==> src/rtl/rr_arbiter_4way_if.sv <==
// Bus bundle between four requesters and the round-robin write-path arbiter.
interface rr_arbiter_4way_if #(
  parameter int unsigned WIDTH = 16
);
  logic [3:0]         req;
  logic [4*WIDTH-1:0] data_in;
  logic [3:0]         gnt;
  logic [1:0]         sel;
  logic               busy;
  logic [WIDTH-1:0]   data_out;

  // Requester side: raises requests and supplies words, observes grant and routed data.
  modport master (
    output req, data_in,
    input  gnt, sel, busy, data_out
  );

  // Arbiter side.
  modport slave (
    input  req, data_in,
    output gnt, sel, busy, data_out
  );
endinterface

==> src/rtl/rr_arbiter_4way.sv <==
// Four-way round-robin arbiter for a shared WIDTH-bit write path, with a
// hold limit so no single owner keeps the path for more than MAX_HOLD
// consecutive cycles while others wait.
module rr_arbiter_4way #(
  parameter int unsigned WIDTH    = 16,
  parameter int unsigned MAX_HOLD = 8
) (
  input  logic               clk,
  input  logic               reset,
  rr_arbiter_4way_if.slave   bus
);

  typedef enum logic {
    IDLE  = 1'b0,
    GRANT = 1'b1
  } state_t;

  localparam logic [7:0] HOLD_LAST = 8'(MAX_HOLD - 1);

  state_t     state;
  logic [1:0] owner;
  logic [1:0] last;
  logic [7:0] hold_cnt;
  logic [3:0] gnt_q;
  logic       busy_q;

  logic [1:0] win;
  logic       found;
  logic [1:0] idx;

  // Search requesters starting just after the pointer; the pointer itself
  // (the current owner while granted) is visited last. A released owner has
  // its req low, so it drops out of the search without extra masking.
  always_comb begin
    win   = '0;
    found = 1'b0;
    idx   = '0;
    for (int unsigned i = 1; i <= 4; i++) begin
      idx = last + 2'(i);
      if (!found && bus.req[idx]) begin
        win   = idx;
        found = 1'b1;
      end
    end
  end

  // Grant state machine with registered grant, select and busy outputs.
  always_ff @(posedge clk) begin
    if (reset) begin
      state    <= IDLE;
      owner    <= '0;
      last     <= 2'd3;
      hold_cnt <= '0;
      gnt_q    <= '0;
      busy_q   <= 1'b0;
    end else begin
      case (state)
        IDLE: begin
          if (found) begin
            state    <= GRANT;
            owner    <= win;
            last     <= win;
            hold_cnt <= '0;
            gnt_q    <= 4'(1) << win;
            busy_q   <= 1'b1;
          end
        end
        GRANT: begin
          if (!bus.req[owner] || hold_cnt == HOLD_LAST) begin
            if (found) begin
              owner    <= win;
              last     <= win;
              hold_cnt <= '0;
              gnt_q    <= 4'(1) << win;
            end else begin
              state    <= IDLE;
              hold_cnt <= '0;
              gnt_q    <= '0;
              busy_q   <= 1'b0;
            end
          end else begin
            hold_cnt <= hold_cnt + 8'd1;
          end
        end
        default: begin
          state  <= IDLE;
          gnt_q  <= '0;
          busy_q <= 1'b0;
        end
      endcase
    end
  end

  assign bus.gnt  = gnt_q;
  assign bus.sel  = owner;
  assign bus.busy = busy_q;

  // Route the owner's word onto the shared path; zero while idle.
  always_comb begin
    bus.data_out = '0;
    if (busy_q) begin
      bus.data_out = bus.data_in[32'(owner) * WIDTH +: WIDTH];
    end
  end

endmodule

==> src/flat_wrapper.sv <==
// flat-port wrapper written by rule: the top's interface ports become plain ports
module rr_arbiter_4way_flat 
#(
  parameter int unsigned WIDTH    = 16,
  parameter int unsigned MAX_HOLD = 8
)
  (clk, reset, bus_req, bus_data_in, bus_gnt, bus_sel, bus_busy, bus_data_out);
  rr_arbiter_4way_if #(.WIDTH(WIDTH)) bus_i ();
  input  logic clk;
  input  logic reset;
  input wire logic [$bits(bus_i.req)-1:0] bus_req;
  input wire logic [$bits(bus_i.data_in)-1:0] bus_data_in;
  output wire logic [$bits(bus_i.gnt)-1:0] bus_gnt;
  output wire logic [$bits(bus_i.sel)-1:0] bus_sel;
  output wire logic [$bits(bus_i.busy)-1:0] bus_busy;
  output wire logic [$bits(bus_i.data_out)-1:0] bus_data_out;
  assign bus_i.req = bus_req;
  assign bus_i.data_in = bus_data_in;
  assign bus_gnt = bus_i.gnt;
  assign bus_sel = bus_i.sel;
  assign bus_busy = bus_i.busy;
  assign bus_data_out = bus_i.data_out;
  rr_arbiter_4way #(.WIDTH(WIDTH), .MAX_HOLD(MAX_HOLD)) u_core (.clk(clk), .reset(reset), .bus(bus_i));
endmodule
==> config.mk <==
export PLATFORM = sky130hd
export DESIGN_NAME = rr_arbiter_4way_flat
export DESIGN_NICKNAME = d
export VERILOG_FILES = /design/src/rtl/rr_arbiter_4way_if.sv /design/src/rtl/rr_arbiter_4way.sv /design/src/flat_wrapper.sv
export SDC_FILE = /design/constraint.sdc
export NUM_CORES = 1
export LEC_CHECK = 0
export ABC_CLOCK_PERIOD_IN_PS = 1800
export CAP_MARGIN = 20
export CELL_PAD_IN_SITES_DETAIL_PLACEMENT = 1
export CELL_PAD_IN_SITES_GLOBAL_PLACEMENT = 2
export CORE_ASPECT_RATIO = 0.9
export CORE_MARGIN = 1
export CORE_UTILIZATION = 18
export CTS_CLUSTER_DIAMETER = 60
export CTS_CLUSTER_SIZE = 24
export DETAILED_ROUTE_END_ITERATION = 10
export GPL_TIMING_DRIVEN = 0
export HOLD_SLACK_MARGIN = 0.05
export PLACE_DENSITY = 0.88
export SKIP_LAST_GASP = 1
export SYNTH_ARGS = -nofsm -noshare
export SYNTH_HDL_FRONTEND = slang
export SYNTH_SLANG_ARGS = --single-unit
export TNS_END_PERCENT = 100
==> constraint.sdc <==
create_clock -name clk -period 1.8 [get_ports clk]
set_input_delay 0.36 -clock clk [delete_from_list [all_inputs] [get_ports clk]]
set_output_delay 0.36 -clock clk [all_outputs]
set_load 0.005 [all_outputs]
==> impl_metrics.env <==
export IMPL_htree_levels=1
export IMPL_powerDensity_nw_per_um2=559
export IMPL_hp_class="flop to flop"
export IMPL_grt_max_degree=11
export IMPL_die_h_um=86.4
export IMPL_core_um2=7620
export IMPL_p_sw_w=0.000426
export IMPL_crit_type="flop to output pin"
export IMPL_seq_area_frac_synth_pct=25.3
export IMPL_yosys_area_top_type_share_pct=25.3
export IMPL_rows=30
export IMPL_syn_avg_cell_area_um2=10.7
export IMPL_synth_seq_cells=18
export IMPL_finalPower_w=0.00157
export IMPL_start_kind="flop"
export IMPL_crit_arrival_ps=1780
export IMPL_die_area_um2=8280
export IMPL_ir_drop_mv=0.316
export IMPL_slew_violations=0
export IMPL_layout_setup_ws_ps=-337
export IMPL_rsz0062_at_grt="true"
export IMPL_nets=319
export IMPL_numPortBuffers=92
export IMPL_vias=1598
export IMPL_p_leak_nw=1.02
export IMPL_setup_violations_final=32
export IMPL_netlist_instances=133
export IMPL_num_fill_cells=857
export IMPL_ys_warn_count=0
export IMPL_fmax_mhz=468
export IMPL_critPathMaxFanout=5
export IMPL_grt_total_usage_pct=12.2
export IMPL_clockRootBuffer="clkbuf_8"
export IMPL_syn_area_um2=1430
export IMPL_p_int_w=0.00114
export IMPL_gp_congestion=0.680
export IMPL_synth_ff_type="dfxtp_1"
export IMPL_diodes=0
export IMPL_max_cap_viol_count=0
export IMPL_first_global_vias=1581
export IMPL_drt_pass1_iterations=3
export IMPL_swShare_pct=27.2
export IMPL_wire_per_inst_um=15.5
export IMPL_power_share_combinational_pct=49.4
export IMPL_hold_violations=0
export IMPL_overflow=0
export IMPL_layout_drive_gt1_share_pct=36.8
export IMPL_synth_edf_count=0
export IMPL_syn2layout_area_growth_pct=96.7
export IMPL_violations="negative setup slack"
export IMPL_relSlewSlack_pct=59.7
export IMPL_clk_path_buf_depth=2
export IMPL_initial_core_util_pct=18.7
export IMPL_vias_per_cell=4.66
export IMPL_synth_largest_area_cell="dfxtp_1"
export IMPL_crit_path_end_kind="output pin"
export IMPL_status="finished, violations left"
export IMPL_antenna_found_initial=0
export IMPL_sequentialPowerShare_pct=29.2
export IMPL_ioPinCount=93
export IMPL_holdWs_ps=480
export IMPL_dieWidth_um=95.8
export IMPL_synth_area_top_cells="dfxtp_1 (25%), mux4_2 (19%), mux4_1 (9.2%), and2_1 (7.5%), a32o_1 (2.8%)"
export IMPL_period_needed_ps=2140
export IMPL_period_share_pct=119
export IMPL_dp_hpwl_mm=4.02
export IMPL_worstMarginPinSlew_ps=599
export IMPL_drc=0
export IMPL_wl_mm=5.32
export IMPL_ys_types=40
export IMPL_final_antenna_net_count=0
export IMPL_tns_ps=-5050
export IMPL_synthArstFlopShare_pct=0
export IMPL_syn_nets=204
export IMPL_cts_sinks=18
export IMPL_drt_iter0_markers=59
export IMPL_grt_first_pass_wirelength_mm=7.84
export IMPL_clkLatencyLatePin_ps=260
export IMPL_clk_pin_slew_ps=70
export IMPL_cts_tree="done"
export IMPL_cts_made_buffers=3
export IMPL_cp_data_required_time_ps=1440
export IMPL_clkPwrFrac_pct=21.4
export IMPL_skew_ps=2.96
area by class of cell:
type | count | area (µm²) | share of cell area (%)
clock buffer | 4 | 55.1 | 1.96
tap | 96 | 120 | 4.29
sequential | 18 | 362 | 12.9
multi-input combinational | 106 | 1120 | 39.9
buffer | 6 | 58.8 | 2.10
inverter | 1 | 3.75 | 0.134
timing repair buffer | 112 | 1090 | 38.7
cells in the mapped netlist, types with 2 or more instances:
| cell | n |
|---|---|
| a21oi_1 | 3 |
| a22oi_1 | 2 |
| a31oi_1 | 5 |
| a32o_1 | 4 |
| and2_1 | 17 |
| and3_1 | 2 |
| clkbuf_1 | 4 |
| dfxtp_1 | 18 |
| mux2i_1 | 2 |
| mux4_1 | 5 |
| mux4_2 | 12 |
| nand2_1 | 9 |
| nand3_1 | 6 |
| nand3b_1 | 4 |
| nor2_1 | 9 |
| o2111ai_1 | 2 |
| o21ai_0 | 2 |
| o21bai_1 | 2 |
| or3_1 | 3 |
| xor2_1 | 2 |
per-stage QoR:
step	util, %	instances	instance area, µm²	setup slack [ps]
finish	36.8	343	2800	-337
global route	36.8	343	2800	-393
CTS	36.0	341	2750	-354
detailed placement	32.4	321	2470	-660
global placement	32.4	321	2470	-616
floorplan	-	133	1430	9.36
power by group through the flow:
stage               clock network, W  registers [W]  logic [W]
floorplan                          0       0.000459   0.000297
global placement                   0       0.000462   0.000599
detailed placement                 0       0.000464   0.000612
CTS                         0.000351       0.000457   0.000755
global route                0.000367       0.000461   0.000832
finish                      0.000336       0.000457   0.000775
state kept, by name (all words and copies together) (netlist names):
register and flops:
u_core.last 2, u_core.bus.gnt 4, u_core.state 1, u_core.hold_cnt 8, u_core.bus.sel 2, u_core.bus.busy 1
timing repair:
action                     CTS  global route
cloned                       2             0
buffers inserted            14             7
setup endpoints to repair   34            32
pin swaps                   13             3
resized for setup          103            21
hold buffers                 0             0
critical path: stages (launching register included):
cell and delay [ps]:
dfxtp_2 350, buf_8 120, buf_12 100, buf_16 100, buf_6 90, mux4_2 470, and2_4 170, buf_6 110
layer usage:
metal	global-route usage, %	vias up	part of all wire (%)	routed length [µm]
met5	0	-	0	0
met4	2.04	0	0.43	23
met3	3.25	5	9.6	509
met2	22.0	56	50	2660
met1	14.7	784	40	2130
li1	-	753	-	-
layout by cell type, fill, tap and decap left out, drive strengths merged, types with 3 or more instances in the layout:
cell type,instances
a32o,4
dlygate4sd2,3
buf,36
a21oi,3
nand2,9
clkbuf,10
a31oi,5
nand3b,4
clkdlybuf4s50,73
nand3,6
and2,17
dfxtp,18
or3,3
mux4,17
nor2,10
final timing paths:
path,endpoint,startpoint,cells past startpoint,slack [ps]
setup / recovery,bus_data_out[8],u_core.bus.sel[0],7,-340
hold reg to reg,u_core.bus.gnt[0],u_core.bus.gnt[0],1,480
setup reg to reg,u_core.bus.gnt[0],u_core.bus.sel[0],7,-140
hold / removal,u_core.bus.gnt[0],u_core.bus.gnt[0],1,480
cell families after synthesis:
| logic type | Yosys count | share of synthesized area [%] |
|---|---|---|
| AND/OR/NAND/NOR | 57 | 22.8 |
| AO/OA/AOI/OAI | 27 | 16.9 |
| multiplexers | 19 | 29.6 |
| flip-flops | 18 | 25.3 |
| buffers and inverters | 9 | 3.34 |
| XOR/XNOR | 2 | 1.23 |
| adder cells (fa/ha/maj) | 1 | 0.878 |
Note: power is estimated with default switching activity, not from simulation.
==> patch 1 (same settings) <==
`WIDTH` is set to 16 in 3 places; all go to 24.
--- a/src/rtl/rr_arbiter_4way_if.sv
+++ b/src/rtl/rr_arbiter_4way_if.sv
@@ -1,6 +1,6 @@
 // Bus bundle between four requesters and the round-robin write-path arbiter.
 interface rr_arbiter_4way_if #(
-  parameter int unsigned WIDTH = 16
+  parameter int unsigned WIDTH = 24
 );
   logic [3:0]         req;
   logic [4*WIDTH-1:0] data_in;
--- a/src/rtl/rr_arbiter_4way.sv
+++ b/src/rtl/rr_arbiter_4way.sv
@@ -2,7 +2,7 @@
 // hold limit so no single owner keeps the path for more than MAX_HOLD
 // consecutive cycles while others wait.
 module rr_arbiter_4way #(
-  parameter int unsigned WIDTH    = 16,
+  parameter int unsigned WIDTH    = 24,
   parameter int unsigned MAX_HOLD = 8
 ) (
   input  logic               clk,
--- a/src/flat_wrapper.sv
+++ b/src/flat_wrapper.sv
@@ -1,7 +1,7 @@
 // flat-port wrapper written by rule: the top's interface ports become plain ports
 module rr_arbiter_4way_flat 
 #(
-  parameter int unsigned WIDTH    = 16,
+  parameter int unsigned WIDTH    = 24,
   parameter int unsigned MAX_HOLD = 8
 )
   (clk, reset, bus_req, bus_data_in, bus_gnt, bus_sel, bus_busy, bus_data_out);
Interface: changed (resized bus_data_in and bus_data_out); port bits go from 93 to 133. The function was not compared with the original's and may differ.
==> patch 1 against the unedited design <==
  * The flow still finishes with violations (setup timing)
  * Sequential cell count is the same
  * Hold slack gained 0.0079 ns
  * Global-route usage grew 2.6 points
  * Worst setup slack gained 0.019 ns
  * Final area grew 29%
  * First-iteration DRC count grew 44%
  * Via count grew 25%
  * Area after synthesis grew 18%
  * Clock power grew 4%
  * Total power grew 20%
  * Wire length grew 42%
  * Die area grew 17%
  * Critical path type unchanged
  * Largest power group unchanged
  * Highest routed layer unchanged
==> patch 1: results (changes against the unedited design) <==
I/O Buffers=132 (+43%); antenna violations before repair=0 (unchanged); Fillers=1015 (+18%); final setup fails=40 (+25%); Clock Skew=0.00189 ns (-0.00107 ns); Clock Latency Late Sink=0.26 ns (about the same); met2 WL post-DR=3820 um (+43%); placer congestion estimate=0.821 (+21%); vias in the first global route=2035 (+29%); met3 WL post-DR=500 um (-1.8%); Max VDD drop=0.000241 V (-24%); Routed Wire Length=7540 um (+42%); register area share after synthesis=21.5% (-3.8 points); syn_area_per_cell=10.7 um^2 (-0.34%); worst r2r src=u_core.bus.sel[0]$_SDFFE_PP0P_; max incr delay on CP=0.49 ns (+0.02 ns); placed cell count=411 (+28%); Final Non-Filler Cells=437 (+27%); violated checks=setup timing; setup_tns=-8.10 ns (-3.05 ns); layout cells sized above 1=36.8% (about the same); largest cells by area after synthesis=mux4_2 (34%), dfxtp_1 (21%), and2_1 (9.3%); final setup margin=-0.318 ns (+0.0186 ns); pre-CTS setup slack=-0.671 ns (-0.0113 ns); grt met1 use=18.4% (+3.7 points); HP Start=u_core.bus.gnt[1]$_SDFFE_PP0P_; post-CTS resize count=145 (+41%); Least-Margin Pin Slew=0.552 ns (-0.0472 ns); vias per inst=4.56 (-2.2%); top cells by count, synth=and2_1 (25), mux4_2 (25), dfxtp_1 (18), nand2_1 (10), nor2_1 (9); WP data arrival=1.76 ns (-0.02 ns); post-DP HPWL=5620 um (+40%); Worst Path Max Fanout=7 (+2); total track usage=14.8% (+2.6 points); area of placed instances=3160 um^2 (+28%); Post CTS Setup Buffer Count=17 (+3); outcome=complete, but fails checks; net total in the final layout=419 (+31%); grt met3 use=3.34% (+0.099 points); 1st-iter DRT viols=85 (+44%); first-pass GRT wire length=11400 um (+45%); synthesized net count=260 (+27%); Leak=1.35 nW (+31%); met2 Usage GRT=26.0% (+4.0 points)
-- patch 1: changes by cell type after synthesis, sizes merged, moves of 2 or more --
cell / before / now
mux2i: 2 / 4
buf: 3 / 5
xor2: 2 / 0
a21oi: 3 / 5
o2111ai: 2 / 0
and2: 17 / 25
nand3: 6 / 8
nand2b: 1 / 3
o21bai: 2 / 0
a32o: 4 / 1
mux4: 17 / 25
-- patch 1: final cells by class --
| cell class | count | area, um^2 | area share (%) |
|---|---|---|---|
| flip-flops and latches | 18 | 365 | 10.1 |
| multi-input cells | 127 | 1340 | 37.1 |
| repair buffers | 154 | 1570 | 43.4 |
| clock buffers | 4 | 55.1 | 1.53 |
| well taps | 122 | 153 | 4.23 |
| inverters | 2 | 7.51 | 0.208 |
| plain buffers | 10 | 121 | 3.36 |
-- patch 1: path summary, 6_finish.rpt --
check,end,cells after the start,slack (ns)
max,bus_data_out[15],6,-0.32
min,u_core.bus.gnt[1]$_SDFFE_PP0P_,1,0.49
max reg2reg,u_core.bus.gnt[2]$_SDFFE_PP0P_,8,-0.16
min reg2reg,u_core.bus.gnt[1]$_SDFFE_PP0P_,1,0.49
-- patch 1: power by group --
part           internal [W]  leakage, nW  switching, W
Sequential         0.000427        0.149     0.0000301
Clock              0.000195       0.0288      0.000152
Combinational      0.000740         1.17      0.000334
Total               0.00136         1.35      0.000516
-- patch 1: cells by family (layout without fill, tap and decap cells) --
family          count (synthesis)  after routing  synth area share (%)
buf+inv                        12            170                  3.58
flops                          18             18                  21.5
mux                            29             29                  36.0
compound gates                 24             24                  12.4
fa+ha+maj                       1              1                 0.746
simple gates                   73             73                  25.8
-- patch 1: worst max-delay path, delay by kind of cell, from the launching register on --
family	cells	cell delay, ns
multiplexers	1	0.49
AND/OR/NAND/NOR	1	0.18
flip-flops	1	0.36
buffers and inverters	4	0.46
==> patch 2 (config.mk and constraints unchanged) <==
Made on the original files. Make the reset (`reset`) asynchronous in one clocked block.
--- a/src/rtl/rr_arbiter_4way.sv
+++ b/src/rtl/rr_arbiter_4way.sv
@@ -45,7 +45,7 @@
   end
 
   // Grant state machine with registered grant, select and busy outputs.
-  always_ff @(posedge clk) begin
+  always_ff @(posedge clk or posedge reset) begin
     if (reset) begin
       state    <= IDLE;
       owner    <= '0;
Function: differs if reset is asserted again (counterexample within 4 cycles, from zero or initial values and one cycle with reset high); with reset held inactive, the same outputs for 10 cycles.
==> patch 2 against the unedited design <==
  * The run still ends with setup timing left
  * Worst setup slack worse by 0.088 ns
  * Area after synthesis up 1.2%
  * Wire length up 3.8%
  * Final area up 1.9%
  * Sequential cell count unchanged
  * Synthesized cell count down 3.8%
  * Sequential share of layout area up 3.0 points
  * Critical path type unchanged
  * Critical endpoint unchanged
  * Highest routed layer unchanged
Power is not compared: it rests on default switching activity, and its combinational part moved more than twofold at a synthesized area within 25%.
==> patch 2: results (changes against the unedited design) <==
outcome=complete, but fails checks; violated checks=setup timing; HP Start=u_core.hold_cnt[0]$_DFFE_PP0P_; total power=0.00359 W; post-CTS resize count=95 (-7.8%); largest cells by area after synthesis=dfrtp_1 (28%), mux4_2 (27%), and2_1 (6.9%); critical path's slowest cell=dfrtp_1; Fillers=845 (-1.4%); signal buffers share of area=41.8% (+0.94 points); inverter count=5 (+4); Netlist cell types=42 (+5.0%); post-DP HPWL=4020 um (+0.10%); Worst Hold Path EP=u_core.hold_cnt[0]$_DFFE_PP0P_; setup_tns=-10.36 ns (-5.30 ns); first-pass GRT wire length=8140 um (+3.9%); Reg2Reg Depth=8 (+1); final setup fails=32 (unchanged); area occupied by multi-input gates=1030 um^2 (-8.2%); pre-CTS setup slack=-0.667 ns (-0.00740 ns); layout cells sized above 1=35.4% (-1.5 points); Clock Skew=0.00561 ns (+0.00265 ns); Least-Margin Pin Slew=0.715 ns (+0.115 ns); FF/Latch Area=453 um^2 (+25%); crit path launch=u_core.bus.sel[0]$_DFFE_PP0P_; synthesized net count=199 (-2.5%); Routed Wire Length=5520 um (+3.8%); final instance area=2860 um^2 (+1.9%); area of placed instances=2490 um^2 (+1.0%); top cells by count, synth=mux4_2 (17), and2_1 (16), dfrtp_1 (16), nand2_1 (10), a21oi_1 (9); max incr delay on CP=0.41 ns (-0.06 ns); async set-reset flop share out of synthesis=100% (+100 points); final setup margin=-0.425 ns (-0.0883 ns); syn_area_per_cell=11.3 um^2 (+5.2%); WP data arrival=1.87 ns (+0.09 ns); placed cell count=316 (-1.6%); Routed WL per cell=16.3 um (+5.0%); DR vias=1545 (-3.3%); vias in the first global route=1619 (+2.4%)
[patch 2: cell count changes after synthesis, sizes merged, moves of 3 or more]
cell    before  now
a22o         0    3
dfxtp       18    0
a21oi        3    9
inv          1    5
o21ai        2    8
nand3        6    3
dfrtp        0   16
nor2        10    2
nand3b       4    0
a31oi        5    1
[patch 2: kinds of logic (layout without fill, tap and decap cells)]
group,Yosys count,in the layout,synth area share [%]
compound gates,33,33,17.6
xor+xnor,1,1,0.607
fa+ha+maj,1,1,0.867
buf+inv,12,127,3.81
flops,18,18,31.4
mux,18,18,27.2
simple gates,45,45,18.5
[patch 2: metal layers]
| layer | GRT usage [%] | wire length, um | share of wire (%) | vias up |
|---|---|---|---|---|
| li1 | - | - | - | 727 |
| met2 | 22.4 | 2780 | 50 | 51 |
| met4 | 2.41 | 57 | 1.0 | 0 |
| met1 | 16.1 | 2290 | 41 | 763 |
| met3 | 2.27 | 402 | 7.3 | 4 |
| met5 | 0 | 0 | 0 | - |
